===== src/rtl/seg_disp_arb.sv =====
// Two-source round-robin arbiter for the shared six-digit seven-segment display.
// Grants one frame source at a time with a minimum hold and a one-cycle blanking gap on handover.
module seg_disp_arb #(
    parameter int               CNT_W    = 25,
    parameter logic [CNT_W-1:0] HOLD_MAX = 25'd24_999_999
) (
    input  logic        sys_clk,
    input  logic        sys_rst,
    input  logic [1:0]  req,
    input  logic [19:0] data0,
    input  logic [19:0] data1,
    input  logic [5:0]  point0,
    input  logic [5:0]  point1,
    input  logic        sign0,
    input  logic        sign1,
    input  logic        seg_en0,
    input  logic        seg_en1,
    output logic [1:0]  gnt,
    output logic [19:0] data,
    output logic [5:0]  point,
    output logic        sign,
    output logic        seg_en,
    output logic        busy
);

    localparam logic [1:0] S_IDLE   = 2'd0;
    localparam logic [1:0] S_OWN    = 2'd1;
    localparam logic [1:0] S_SWITCH = 2'd2;

    localparam logic [CNT_W-1:0] CNT_ONE = {{(CNT_W-1){1'b0}}, 1'b1};

    logic [1:0]       state_q, state_d;
    logic [1:0]       gnt_q, gnt_d;
    logic             last_q, last_d;
    logic [CNT_W-1:0] cnt_q, cnt_d;
    logic [19:0]      data_q, data_d;
    logic [5:0]       point_q, point_d;
    logic             sign_q, sign_d;
    logic             seg_en_q, seg_en_d;

    logic owner;
    logic other;

    function automatic logic [1:0] onehot(input logic idx);
        return idx ? 2'b10 : 2'b01;
    endfunction

    assign owner = gnt_q[1];
    assign other = ~gnt_q[1];

    always_comb begin
        state_d = state_q;
        gnt_d   = gnt_q;
        last_d  = last_q;
        cnt_d   = cnt_q;
        case (state_q)
            S_IDLE: begin
                if (|req) begin
                    state_d = S_OWN;
                    cnt_d   = '0;
                    // On a tie the source that did not own last time wins.
                    if (req == 2'b11) gnt_d = onehot(~last_q);
                    else              gnt_d = req;
                end
            end
            S_OWN: begin
                if (cnt_q < HOLD_MAX) begin
                    cnt_d = cnt_q + CNT_ONE;
                end else if (req[other]) begin
                    state_d = S_SWITCH;
                    gnt_d   = 2'b00;
                    last_d  = owner;
                end else if (!req[owner]) begin
                    state_d = S_IDLE;
                    gnt_d   = 2'b00;
                    last_d  = owner;
                end
            end
            S_SWITCH: begin
                cnt_d = '0;
                if (req[~last_q]) begin
                    state_d = S_OWN;
                    gnt_d   = onehot(~last_q);
                end else if (req[last_q]) begin
                    state_d = S_OWN;
                    gnt_d   = onehot(last_q);
                end else begin
                    state_d = S_IDLE;
                    gnt_d   = 2'b00;
                end
            end
            default: begin
                state_d = S_IDLE;
                gnt_d   = 2'b00;
                cnt_d   = '0;
            end
        endcase
    end

    // Frame register follows the current grant; a blank frame while nobody owns.
    always_comb begin
        data_d   = '0;
        point_d  = '0;
        sign_d   = 1'b0;
        seg_en_d = 1'b0;
        if (gnt_q[0]) begin
            data_d   = data0;
            point_d  = point0;
            sign_d   = sign0;
            seg_en_d = seg_en0;
        end else if (gnt_q[1]) begin
            data_d   = data1;
            point_d  = point1;
            sign_d   = sign1;
            seg_en_d = seg_en1;
        end
    end

    always_ff @(posedge sys_clk or posedge sys_rst) begin
        if (sys_rst) begin
            state_q  <= S_IDLE;
            gnt_q    <= 2'b00;
            last_q   <= 1'b1;
            cnt_q    <= '0;
            data_q   <= '0;
            point_q  <= '0;
            sign_q   <= 1'b0;
            seg_en_q <= 1'b0;
        end else begin
            state_q  <= state_d;
            gnt_q    <= gnt_d;
            last_q   <= last_d;
            cnt_q    <= cnt_d;
            data_q   <= data_d;
            point_q  <= point_d;
            sign_q   <= sign_d;
            seg_en_q <= seg_en_d;
        end
    end

    assign gnt    = gnt_q;
    assign data   = data_q;
    assign point  = point_q;
    assign sign   = sign_q;
    assign seg_en = seg_en_q;
    assign busy   = (state_q == S_OWN);

endmodule

===== config.mk =====
export PLATFORM = sky130hd
export DESIGN_NAME = seg_disp_arb
export DESIGN_NICKNAME = d
export VERILOG_FILES = /design/src/rtl/seg_disp_arb.sv
export SDC_FILE = /design/constraint.sdc
export NUM_CORES = 1
export LEC_CHECK = 0
export BUFFER_PORTS_ARGS = -buffer_cell sky130_fd_sc_hd__buf_2
export CORE_MARGIN = 8
export CORE_UTILIZATION = 46
export CTS_CLUSTER_SIZE = 16
export DETAILED_ROUTE_END_ITERATION = 16
export PLACE_DENSITY = 0.79
export SYNTH_ARGS = -nofsm -noshare
export SYNTH_HDL_FRONTEND = slang
export SYNTH_SLANG_ARGS = --single-unit

===== constraint.sdc =====
create_clock -name sys_clk -period 1.85 [get_ports sys_clk]
set_input_delay 0.2775 -clock sys_clk [delete_from_list [all_inputs] [get_ports sys_clk]]
set_output_delay 0.2775 -clock sys_clk [all_outputs]
set_load 0.1 [all_outputs]

## Word level (Yosys, flattened, before mapping)

Index checks and enable logic that the tools add are counted.

| storage, ports and cells | value |
|---|---|
| word-level logic and storage cells | 67 |
| flip-flop bits (word level) | 58 |
| output and inout port bits | 31 |
| input bits | 60 |

| operators by class | value |
|---|---|
| mux-type cells | 37 |
| $lt $le $gt $ge | 5 |
| $add $sub $neg | 1 |
| reductions and logical operators | 5 |
| bitwise operators | 3 |
| equal/unequal tests | 8 |

Operators by type and width:

| kind | count |
|---|---|
| two-way mux 25 bit | 2 |
| one-hot mux 25 bit (2 select lines) | 1 |
| two-way mux 20 bit | 2 |
| adder 25 x 1 -> 25 bit, second input constant | 1 |
| < comparator 25 bit, second input constant | 1 |
| two-way mux 2 bit | 12 |
| two-way mux 1 bit | 16 |
| two-way mux 6 bit | 2 |
| one-hot mux 2 bit (3 select lines) | 2 |
| < comparator 1 x 2 -> 1 bit, second input constant | 4 |
| inequality test 2 bit, second input constant | 3 |
| AND reduction 3 bit | 2 |
| == test 2 bit, second input constant | 2 |
| inequality test 3 bit, second input constant | 1 |
| NOT 1 bit | 3 |
| == test 2 x 1 -> 1 bit, second input constant | 1 |
| zero test 2 bit | 1 |
| inequality test 2 x 1 -> 1 bit, second input constant | 1 |
| AND reduction 2 bit | 1 |
| OR reduction 2 bit | 1 |

## Longest topological paths before layout

| logic depth | value |
|---|---|
| depth after elaboration | 6 |
| gate-level depth with buffers | 8 |
| gate-level depth less buffers | 6 |

## Least setup slack after synthesis

OpenSTA, ideal clock, no wires.

| path | value |
|---|---|
| path type | register to register |
| start point | register state_q[0] |
| end point | register cnt_q[5] |
| period minus slack after synthesis | 2.335 ns |
| data required time | 1.767 ns |
| arrival | 2.252 ns |
| setup slack | -0.485 ns |
| setup time | 0.083 ns |
| cell stages (with the launch flop) | 6 |
| path buffers | 1 |
| path through | dfrtp_1 -> or2b_2 -> inv_1 -> clkbuf_1 -> o21ai_0 -> a31oi_1 |

| on the way | value |
|---|---|
| longest elaborated chain between the ends | 3 |
| elaborated cells on any way between the ends | 6 |
| those cells by class | 3 x eq/ne; 1 x mux; 2 x reduce/logical |

Ends and longest elaborated chain:

| element | RTL line | RTL |
|---|---|---|
| start: declaration | 32 | `logic [1:0] state_q, state_d;` |
| start signal: assignment | 130 | `state_q <= state_d;` |
| == test 2 x 1 -> 1 bit (*) | n/a |  |
| named net busy | 23 | `output logic busy` |
| inequality test 2 x 1 -> 1 bit (no line) | n/a |  |
| AND reduction 2 bit (no line) | n/a |  |
| end signal: assignment | 133 | `cnt_q <= cnt_d;` |
| end: declaration | 35 | `logic [CNT_W-1:0] cnt_q, cnt_d;` |

The timed path passes the listed nets; every way through them passes the cells marked *.
A chain may end at the register's enable or synchronous reset.

## Worst setup path after layout

| path | value |
|---|---|
| start point | register cnt_q[20] |
| end point | register cnt_q[13] |

| on the way | value |
|---|---|
| longest elaborated chain between the ends | 3 |

Ends and longest elaborated chain:

| element | RTL line | RTL |
|---|---|---|
| < comparator 25 bit | 67 | `if (cnt_q < HOLD_MAX) begin` |
| inequality test 2 x 1 -> 1 bit (no line) | n/a |  |
| AND reduction 2 bit (no line) | n/a |  |

No other way between the ends.

==> results.yml <==
routing:
  detail_route.drc_violations: 0
  vias_per_cell: 5.90
  post_drt_wl_per_cell_um: 18.5
  firstDrtPassIters: 4
  postRouteWirelength_um: 9200
  antenna_violating_nets_post_route: 0
  iter_0_drt_violations: 234
  vias: 2936
power_and_ir_drop:
  power.density_cell_area_nw_per_um2: 1340
  p_sw_uw: 2850
  combPwrFrac: 0.503
  max-vdd-ir-drop_uv: 1270
  power.switching_fraction: 0.499
  clock_power_share: 0.184
  internal_power_uw: 2860
  p_leak_uw: 0.00206
  seq_power_share: 0.312
setup_path:
  worst_path_max_delay_cell: "or4_4"
  timing.critical_path.to_type: "register"
  crit_top_cell: "buf_6"
  worst-path-buf-inv: 2
  crit_family: "simple AND/OR/NAND/NOR gates"
  category_of_the_worst_setup_path_launch_point: "register"
  crit_arrival_ps: 2170
  worst-r2r-setup-slack_ps: -70
  timing.critical_path.required_ps: 2100
  slowest_stage_delay_cp_ps: 550
  crit_path_cell_trace: "nand4_1 -> or4_4 -> buf_6 -> nor3_4 -> nor2_4 -> buf_6 -> a31oi_1"
  path_class: "register to register"
  cp_max_fo: 9
place:
  place_congestion: 0.896
  detailed_placer_s_ending_hpwl_um: 6040
  port_buffers: 90
  place_inst: 461
  dpl_cell_area_um2: 3660
final_layout:
  multi_input_combinational_cell_area_um2: 1440
  fillerInstances: 411
  diodes: 0
  layout_cell_share_with_drive_strength_beyond_1: 0.504
  postLayoutCellArea_um2: 4250
  post_layout_nonfiller_instances: 498
  nets: 479
  area.sequential_um2: 1460
  syn2layout_area_growth_pct: 50.0
synthesis:
  yosys.area.top_type: "dfrtp_1"
  ys_top_cells_by_area: "dfrtp_1 50%, a22o_1 8.6%, a31oi_1 4.0%"
  post_synth_mux_area_share: 0.00706
  ys_async_sr_fraction: 1.00
  synthFlopType: "dfrtp_1"
  synth_commonest_cells: "57 x dfrtp_1, 28 x a22o_1, 18 x a31oi_1"
  yosys.area_share.simple: 0.146
  yosys.cell_types.count: 49
  post_synth_fa_ha_maj_area_fraction: 0.00794
  synth-edff-count: 0
  syn_area_um2: 2840
  mappedNetlistNets: 333
  synth_cells: 272
  synth_top_family_by_area: "compound AO/OA/AOI/OAI gates"
  synth_seq_area_share: 0.512
  ys.warnings.count: 0
  syn-mean-instance-area_um2: 10.4
  postSynthRegisterBits: 58
  post-synth-top-count-cell: "dfrtp_1"
  netlist.area_leader.share: 0.503
  synth-compound-area-share: 0.281
  synth_xor_area_frac: 0
worst_hold_path:
  hp-class: "primary input to register"
sta:
  grt_setup_unrepaired: "true"
  report.final.slew_viol_count: 0
  finalHoldViolations: 0
  final_setup_violation_count: 18
  timing.slew.headroom: 0.327
  timing.final.crit_share: 1.04
  achievable-frequency_mhz: 520
  final_setup_skew_ps: 9.28
  worst_case_setup_margin_in_the_final_layout_ps: -72.8
  final_critical_delay_including_setup_and_external_delays_ps: 1920
  max_slew.worst_pin.slew_ps: 1000
flow_run:
  maxCapViolCount: 0
global_routing:
  number_of_antenna_violations_at_the_first_check_in_global_routing: 0
  grt_max_degree: 59
  grt.overflow.total: 0
  wire_length_of_the_first_global_routing_pass_um: 14200
  globalRouteTotalUtil: 0.201
  via_count_of_the_first_global_routing_pass: 2991
run_status:
  violations: "setup timing"
  run_status: "finished with violations"
cts:
  clock_tree_from_tritoncts: "yes"
  clk_pin_slew_ps: 70
  cts_max_level: 3
  clockBufferDepth: 2
  clock_sinks: 58
  clock_network_latency_to_the_later_pin_of_the_worst_skew_pair_ps: 340
  root_buffer: "clkbuf_8"
  tritoncts.num_buffers: 9
floorplanning:
  design.die.area_um2: 8930
  num_rows: 28
  initial_core_util: 0.476
  die_h_um: 94.5
  io-pin-count: 91
  core_area_um2: 5960
  floorplan.die.width_um: 94.5
[final cells by class]
cell class              count  area share
clock buffers              10      0.0324
clock inverters             6      0.0100
inverters                   5     0.00500
multi-input cells         189       0.339
flip-flops and latches     58       0.343
well taps                  75      0.0221
repair buffers            155       0.249
[path summary, 6_finish.rpt]
path                            from         to  cells past startpoint
max                        cnt_q[20]  cnt_q[13]                      7
min                         data1[4]    data[4]                      2
max reg2reg                cnt_q[20]  cnt_q[13]                      7
min reg2reg                   last_q     last_q                      2
max in group asynchronous    sys_rst     last_q                      4
min in group asynchronous    sys_rst     gnt[1]                      4
[power groups by stage]
stage	Clock, uW	Combinational [uW]	Sequential, uW
floorplan	0	706	3090
global placement	0	2650	1770
detailed placement	0	2680	1790
CTS	1070	2740	1770
global route	1140	3030	1820
finish	1050	2880	1790
[metrics by stage]
step                      hold WS (ps)  utilization  setup slack [ps]  total power [uW]  TNS [ps]
after floorplan                    410            -             -35.5              3790     -97.8
after global placement             351        0.614              -152              4420     -2570
after detailed placement           361        0.614              -209              4460     -3420
after CTS                          138        0.667             -26.8              5580     -85.3
after global routing               136        0.714              -143              5990     -2350
final                              155        0.714             -72.8              5720      -851
[worst register-to-register path, cell delays in order (launching register included)]
cell     delay (ps)
dfrtp_1         390
nand4_1         140
or4_4           560
buf_6           150
nor3_4          190
nor2_4           90
buf_6           160
a31oi_1         160
[cells in the final DEF, fill, tap and decap left out, types with 4 or more instances in the layout]
cell	instances
a21oi_1	12
a22o_1	28
a31oi_1	16
a41oi_2	6
and3_1	6
buf_12	4
buf_2	89
buf_4	51
buf_6	8
clkbuf_8	10
dfrtp_1	53
dfrtp_2	4
nand2_1	16
nand3_1	6
nand4_1	10
nor2_1	10
o211ai_1	4
o21a_1	5
o21ai_0	6
o21ai_1	4
o31ai_1	5
[logic make-up after synthesis]
| logic type | after synthesis |
|---|---|
| fa+ha+maj | 2 |
| compound gates | 111 |
| simple gates | 74 |
| mux | 2 |
| flops | 58 |
| buf+inv | 25 |
[per-layer routing]
layer | share of wire | global-route usage | up-vias
li1 | - | - | 1347
met1 | 0.38 | 0.226 | 1420
met3 | 0.11 | 0.0937 | 17
met2 | 0.49 | 0.323 | 152
met5 | 0 | 0 | -
met4 | 0.023 | 0.0858 | 0
[flip-flops by register name (all words and copies together), names as in the netlist]
name,cells
seg_en,1
sign,1
point,6
cnt_q,25
last_q,1
gnt,2
data,20
state_q,2
[what timing repair did]
| action | 4_1_cts | 5_1_grt |
|---|---|---|
| pin swaps | 8 | 16 |
| buffers inserted | 6 | 11 |
| gates resized for setup | 14 | 38 |
| hold buffers | 1 | 0 |
| endpoints found under the setup margin | 23 | 28 |
| cloned | 0 | 3 |
| endpoints found under the hold margin | 32 | 0 |
No activity file was read; power rests on OpenSTA's default activity.
